File: config.mk
export PLATFORM = sky130hd
export DESIGN_NAME = rgbw_scaler
export DESIGN_NICKNAME = d
export VERILOG_FILES = /design/src/rtl/rgbw_scaler.sv
export SDC_FILE = /design/constraint.sdc
export NUM_CORES = 1
export LEC_CHECK = 0
export ABC_AREA = 0
export BUFFER_PORTS_ARGS = -buffer_cell sky130_fd_sc_hd__clkbuf_2
export CORE_ASPECT_RATIO = 1.4
export CORE_UTILIZATION = 45
export DETAILED_ROUTE_END_ITERATION = 10
export PLACE_DENSITY = 0.68
export SLEW_MARGIN = 30
export SYNTH_ARGS = -nofsm -noshare
export SYNTH_HDL_FRONTEND = slang
export SYNTH_SLANG_ARGS = --single-unit
export TNS_END_PERCENT = 100
File: constraint.sdc
create_clock -name clk -period 2.8 [get_ports clk]
set_clock_uncertainty 0.05 [all_clocks]
set_input_delay 0.14 -clock clk [delete_from_list [all_inputs] [get_ports clk]]
set_output_delay 0.14 -clock clk [all_outputs]
set_load 0.1 [all_outputs]
File: src/rtl/rgbw_scaler.sv
// rgbw_scaler: walks R, G, B, W through an external 8x8 multiplier and
// commits the rounded, intensity-scaled duty values as one atomic set.
module rgbw_scaler #(
    parameter int TIMEOUT = 31
) (
    input  logic        clk,
    input  logic        reset,
    input  logic        start,
    input  logic [7:0]  col_r,
    input  logic [7:0]  col_g,
    input  logic [7:0]  col_b,
    input  logic [7:0]  col_w,
    input  logic [7:0]  intensity,
    output logic        mult_ld,
    output logic [7:0]  mult_a,
    output logic [7:0]  mult_b,
    input  logic        mult_rdy,
    input  logic [15:0] mult_result,
    output logic [7:0]  duty_r,
    output logic [7:0]  duty_g,
    output logic [7:0]  duty_b,
    output logic [7:0]  duty_w,
    output logic        duty_valid,
    output logic        busy,
    output logic        err
);
    typedef enum logic [2:0] {IDLE, LOAD, WAIT_RDY, WAIT_CLR, COMMIT} state_t;
    localparam int CW = $clog2(TIMEOUT + 1);
    state_t        r_state;
    logic          r_start_q;
    logic [1:0]    r_idx;
    logic [CW-1:0] r_cnt;
    logic [7:0]    r_snap [4];
    logic [7:0]    r_shadow [4];
    logic          w_edge;
    logic          w_timeout;
    logic [7:0]    w_scaled;
    assign w_edge    = start & ~r_start_q;
    assign w_timeout = r_cnt == CW'(TIMEOUT - 1);
    assign w_scaled  = 8'((mult_result + 16'h0080) >> 8);
    // Operands are registered on the transition into LOAD so mult_ld is
    // already high during LOAD and mult_a/mult_b never move while it is.
    always_ff @(posedge clk) begin
        if (!reset) begin
            r_state    <= IDLE;
            r_start_q  <= 1'b0;
            r_idx      <= '0;
            r_cnt      <= '0;
            mult_ld    <= 1'b0;
            mult_a     <= '0;
            mult_b     <= '0;
            duty_r     <= '0;
            duty_g     <= '0;
            duty_b     <= '0;
            duty_w     <= '0;
            duty_valid <= 1'b0;
            busy       <= 1'b0;
            err        <= 1'b0;
            for (int k = 0; k < 4; k++) begin
                r_snap[k]   <= '0;
                r_shadow[k] <= '0;
            end
        end else begin
            r_start_q  <= start;
            duty_valid <= 1'b0;
            case (r_state)
                IDLE: if (w_edge) begin
                    r_snap[0] <= col_r;
                    r_snap[1] <= col_g;
                    r_snap[2] <= col_b;
                    r_snap[3] <= col_w;
                    mult_a    <= col_r;
                    mult_b    <= intensity;
                    mult_ld   <= 1'b1;
                    err       <= 1'b0;
                    busy      <= 1'b1;
                    r_idx     <= '0;
                    r_state   <= LOAD;
                end
                LOAD: begin
                    r_cnt   <= '0;
                    r_state <= WAIT_RDY;
                end
                WAIT_RDY: if (mult_rdy) begin
                    r_shadow[r_idx] <= w_scaled;
                    mult_ld         <= 1'b0;
                    r_cnt           <= '0;
                    r_state         <= WAIT_CLR;
                end else if (w_timeout) begin
                    err     <= 1'b1;
                    mult_ld <= 1'b0;
                    busy    <= 1'b0;
                    r_state <= IDLE;
                end else begin
                    r_cnt <= r_cnt + 1'b1;
                end
                WAIT_CLR: if (!mult_rdy) begin
                    if (r_idx == 2'd3) begin
                        r_state <= COMMIT;
                    end else begin
                        r_idx   <= r_idx + 2'd1;
                        mult_a  <= r_snap[r_idx + 2'd1];
                        mult_ld <= 1'b1;
                        r_state <= LOAD;
                    end
                end else if (w_timeout) begin
                    err     <= 1'b1;
                    busy    <= 1'b0;
                    r_state <= IDLE;
                end else begin
                    r_cnt <= r_cnt + 1'b1;
                end
                COMMIT: begin
                    duty_r     <= r_shadow[0];
                    duty_g     <= r_shadow[1];
                    duty_b     <= r_shadow[2];
                    duty_w     <= r_shadow[3];
                    duty_valid <= 1'b1;
                    busy       <= 1'b0;
                    r_state    <= IDLE;
                end
                default: r_state <= IDLE;
            endcase
        end
    end
endmodule

* Yosys cells after proc, flatten, opt, wreduce, memory -nomap -nowiden *
Memory sizes are Yosys's and may differ from the RTL's. A register that Yosys moved wholly into a read port is not among the register bits.
Cells that the tools add are included.

word-level totals
  bits in writable memories = 64
  output and inout port bits = 52
  input bits = 60
  memories kept = 2
  register bits after elaboration = 31
  word-level logic and storage cells = 99

memories
  memory    words  bits a word  rd ports  clocked after Yosys merged registers in  write ports  line  text
  r_shadow  4      8            4         4                                        4            34    logic [7:0] r_shadow [4];
  r_snap    4      8            1         0                                        4            33    logic [7:0] r_snap [4];

operators by class
  add/sub/neg operators = 3
  reductions and logical operators = 16
  equal/unequal tests = 12
  mux-type cells = 50
  bitwise gates (word level) = 6

operator list
  operator                 count
  $mux W8                  8
  $mux W1                  23
  $add A16 B8 Y16 const B  1
  $pmux W8 S2              1
  $mux W3                  5
  $mux W5                  3
  $pmux W5 S3              1
  $pmux W3 S4              1
  $reduce_and A4 Y1        3
  $ne A2 B2 Y1 const B     5
  $mux W2                  4
  $reduce_or A8 Y1         1
  $eq A3 B2 Y1 const B     2
  $pmux W1 S3              2
  $reduce_bool A3 Y1       2
  $add A5 B1 Y5 const B    1
  $eq A5 B5 Y1 const B     1
  $reduce_and A5 Y1        1
  $logic_not A1 Y1         4
  $or A1 B1 Y1             4
  $pmux W1 S4              1
  $pmux W2 S2              1
  $reduce_and A2 Y1        2
  $reduce_bool A4 Y1       1
  9 further kinds          9

* Logic depth before layout (Yosys ltp) *
  word-level depth = 7
  depth in mapped cells = 7
  depth with buffers taken out = 6

* Worst setup path before layout *
OpenSTA, ideal clock, no wires.

  kind = reg-to-reg
  start = register r_state[0]
  end = memory r_snap[0][0] (enable)
  cell stages (with the launch flop) = 6
  arrival time = 2.042 ns
  path slack = 0.318 ns
  setup time = 0.390 ns
  cells stage by stage = dfxtp_1 -> or4b_4 -> nand2b_4 -> buf_6 -> buf_2 -> nand2_1

RTL lines
  item                    line  text
  start, declared         29    state_t r_state;
  start signal, assigned  45    r_state <= IDLE;
  start signal, assigned  78    r_state <= LOAD;
  start signal, assigned  82    r_state <= WAIT_RDY;
  end, declared           33

==> summary.md <==
| Metric | Value |
|---|---|
| Outcome | finished clean |
| Area contributors post-synth | edfxtp_1 (36%), dfxtp_1 (23%), nand2_1 (6.7%) |
| PwrDens | between 700 and 800 nW/um^2 |
| Clk_lat worst skew | roughly 400 ps |
| RePlAce Congestion | slightly above 0.8 |
| Worst r2r path cells | 4 |
| WP depth | 4 |
| Hold Path Class | input pin to register |
| Sequential cell area | 3180 sq um |
| Slew HR | 0.451 |
| Hold Fails Final Rpt | 0 |
| Die Height | 131 um |
| Die ar. | 12,400 sq um |
| Startpoint types | register |
| Area delta synth->final | 27.6% |
| Initial antenna violation count | 0 |
| Post-synthesis register bit count | 127 |
| Worst-Margin Slew | roughly 820 ps |
| Post-Synthesis Cells | roughly 500 |
| CP Class | register to register |
| Largest net degree at the start of global routing | 100 |
| Vias per inst | 5.20 |
| CTS buffer count | 17 |
| RSZ-0062 raised after global routing | no |
| Endpoint class of the critical path | register |
| Clock sinks | 127 |
| Clock-pin slew on the worst setup and hold paths | approximately 60 ps |
| Die W | 94.3 um |
| Global route overflow | 0 |
| Final setup viols | 0 |
| Core ar. | roughly 11,000 sq um |
| First-pass GRT wire length | 19,200 um |
| First-pass iteration count of the detailed router | 4 |
| Routed vias | 4,044 |
| Total track usage | 0.203 |
| Max Fanout on Critical Path | 14 |
| Multi-input gate area | 2010 sq um |
| WL/cell | 15.1 um |
| Final ANT Viol Nets | 0 |
| Most used DFF post-synth | edfxtp_1 |
| Initial DRC count | between 150 and 200 |
| Row count | 46 |
| FFs w/ async S/R, synth | 0 |
| Syn nets | 556 |
| Hold-fix buffers at CTS | 31 |
| Slew Viols, Final | 0 |
| Total power | 4.98 mW |
| Synth warn | 0 |
| Pre-CTS setup slack | 462 ps |
| Critical Path AT | about 2400 ps |
| Commonest non-fill, non-tap cell in the layout | clkbuf_2 |
| Cell family with most CP delay | simple AND/OR/NAND/NOR gates |
| CP max stage cell | dfxtp_1 |
| Worst vdd ir | 0.588 mV |
| Initial core utilization | 0.469 |
| Clock Root Buffer | clkbuf_16 |
| Tmin final | about 2400 ps |
| Lkg Pwr | 2.84 nW |
| Critical-path cell list | nand3b_1 -> or2_1 -> or3_1 -> nand2_1 |
| # diodes | 0 |
| I/O pin count | 112 |
| Synth area leader | edfxtp_1 |
| PnR worst setup slack | roughly 440 ps |
| Final period utilization | 0.842 |
| Layout cells sized above 1 | 0.246 |
| Util after Layout | 0.598 |
| CTS tree | built |
| Non-Filler Instances | a little under 800 |
| Detailed Route WL | approximately 12,000 um |
| Post-CTS Setup Bufs | 0 |
| EDFF count, synth | 64 |
| FILL cells | approximately 960 |
| Crit-path max cell delay | 580 ps |
| CTS HTree Levels | 4 |
| Max clock buf depth | 2 |
| Critical path data required time | 2830 ps |
| Syn Std Cell Area | 5370 sq um |
| Buf+Inv Stages, Crit Path | 0 |
| Nets | 684 |
| Number of port buffers | ~100 |
| Post-synthesis cell type count | 47 |
| Post-CTS sizing | 0 |
| Synthesized area per cell | 10.9 sq um |
| Post-synth top area share | 0.358 |
| Peak Freq | 0.424 GHz |
| Sequential area share after synthesis | 0.593 |
| Number of global-route vias before repair | 3,957 |
| Total of max-cap violations | 0 |
| # DRC | 0 |
| DP HPWL | 7590 um |
| Most frequent cells in the layout | clkbuf_2 (104), nand2_1 (96), edfxtp_1 (64) |
| Post-placement cell count | 714 |
| Setup_tns | 0 ps |
| Hold Path Stages | 2 |
## cell usage after synthesis (all sizes together) (2+ instances only)
cell,n
nand3b,4
nor2,36
ha,4
nand3,8
o21ai,7
or2,2
a211oi,2
nor2b,10
nor3,8
and3,37
xor2,2
o2bb2ai,2
inv,7
o221a,8
buf,14
o21a,10
a21oi,3
nor3b,3
and2,2
nand2,96
a21boi,45
xnor2,2
edfxtp,64
dfxtp,63
nand4,3
mux4,8
a31oi,3
clkbuf,19
or3,2
nand2b,7
## where the power goes
part           internal [mW]  leakage (nW)  switching, mW
Clock                   1.26         0.288          0.816
Combinational          0.229          1.37          0.514
Sequential              2.09          1.18         0.0701
## final timing paths
| check | startpoint | endpoint | slack, ps |
|---|---|---|---|
| worst max-delay path | r_state[1]$_SDFFE_PN0P_ | r_shadow[0][0]$_SDFFCE_PN0P_ | 440 |
| worst min-delay path | col_r[2] | r_snap[0][2]$_SDFFCE_PN0P_ | 20 |
| worst max register to register | r_state[1]$_SDFFE_PN0P_ | r_shadow[0][0]$_SDFFCE_PN0P_ | 440 |
| worst min register to register | duty_w[6]$_SDFFE_PN0P_ | duty_w[6]$_SDFFE_PN0P_ | 400 |
## cell families (layout without fill, tap and decap cells)
logic type,after synthesis,after routing,synth area share
compound gates,86,86,0.122
xor+xnor,4,4,0.00652
fa+ha+maj,4,4,0.00932
buf+inv,40,181,0.0340
flops,127,127,0.593
mux,10,10,0.0375
simple gates,221,221,0.198
## final cells by class
class,instances,area share
Inverter,7,0.00383
Timing Repair Buffer,142,0.129
Sequential cell,127,0.465
Tap cell,144,0.0263
Multi-Input combinational cell,325,0.293
Clock buffer,21,0.0720
Clock inverter,11,0.0110
## worst register-to-register path, stage by stage, from the launching register on
cell and delay, ps:
dfxtp_1 580, nand3b_1 250, or2_1 360, or3_1 470, nand2_1 310
## per-stage QoR
step                      hold slack [ps]  cell area (sq um)
after floorplan                       212               5370
after CTS                            3.60               6850
after detailed placement              341               5970
after global routing                 1.35               6850
final                                15.6               6850
after global placement                326               5970
## flip-flops by register name (all words and copies together) (netlist names), 2 cells and up
name      flops
duty_b        8
duty_g        8
duty_r        8
duty_w        8
mult_a        8
mult_b        8
r_cnt         5
r_idx         2
r_shadow     32
r_snap       32
r_state       3
## metal layers
metal | routed length, um | global-route usage
met4 | 303 | 0.0932
met5 | 0 | 0
met2 | 6240 | 0.360
met1 | 4700 | 0.223
met3 | 485 | 0.0469
Note: power is estimated with default switching activity, not from simulation.
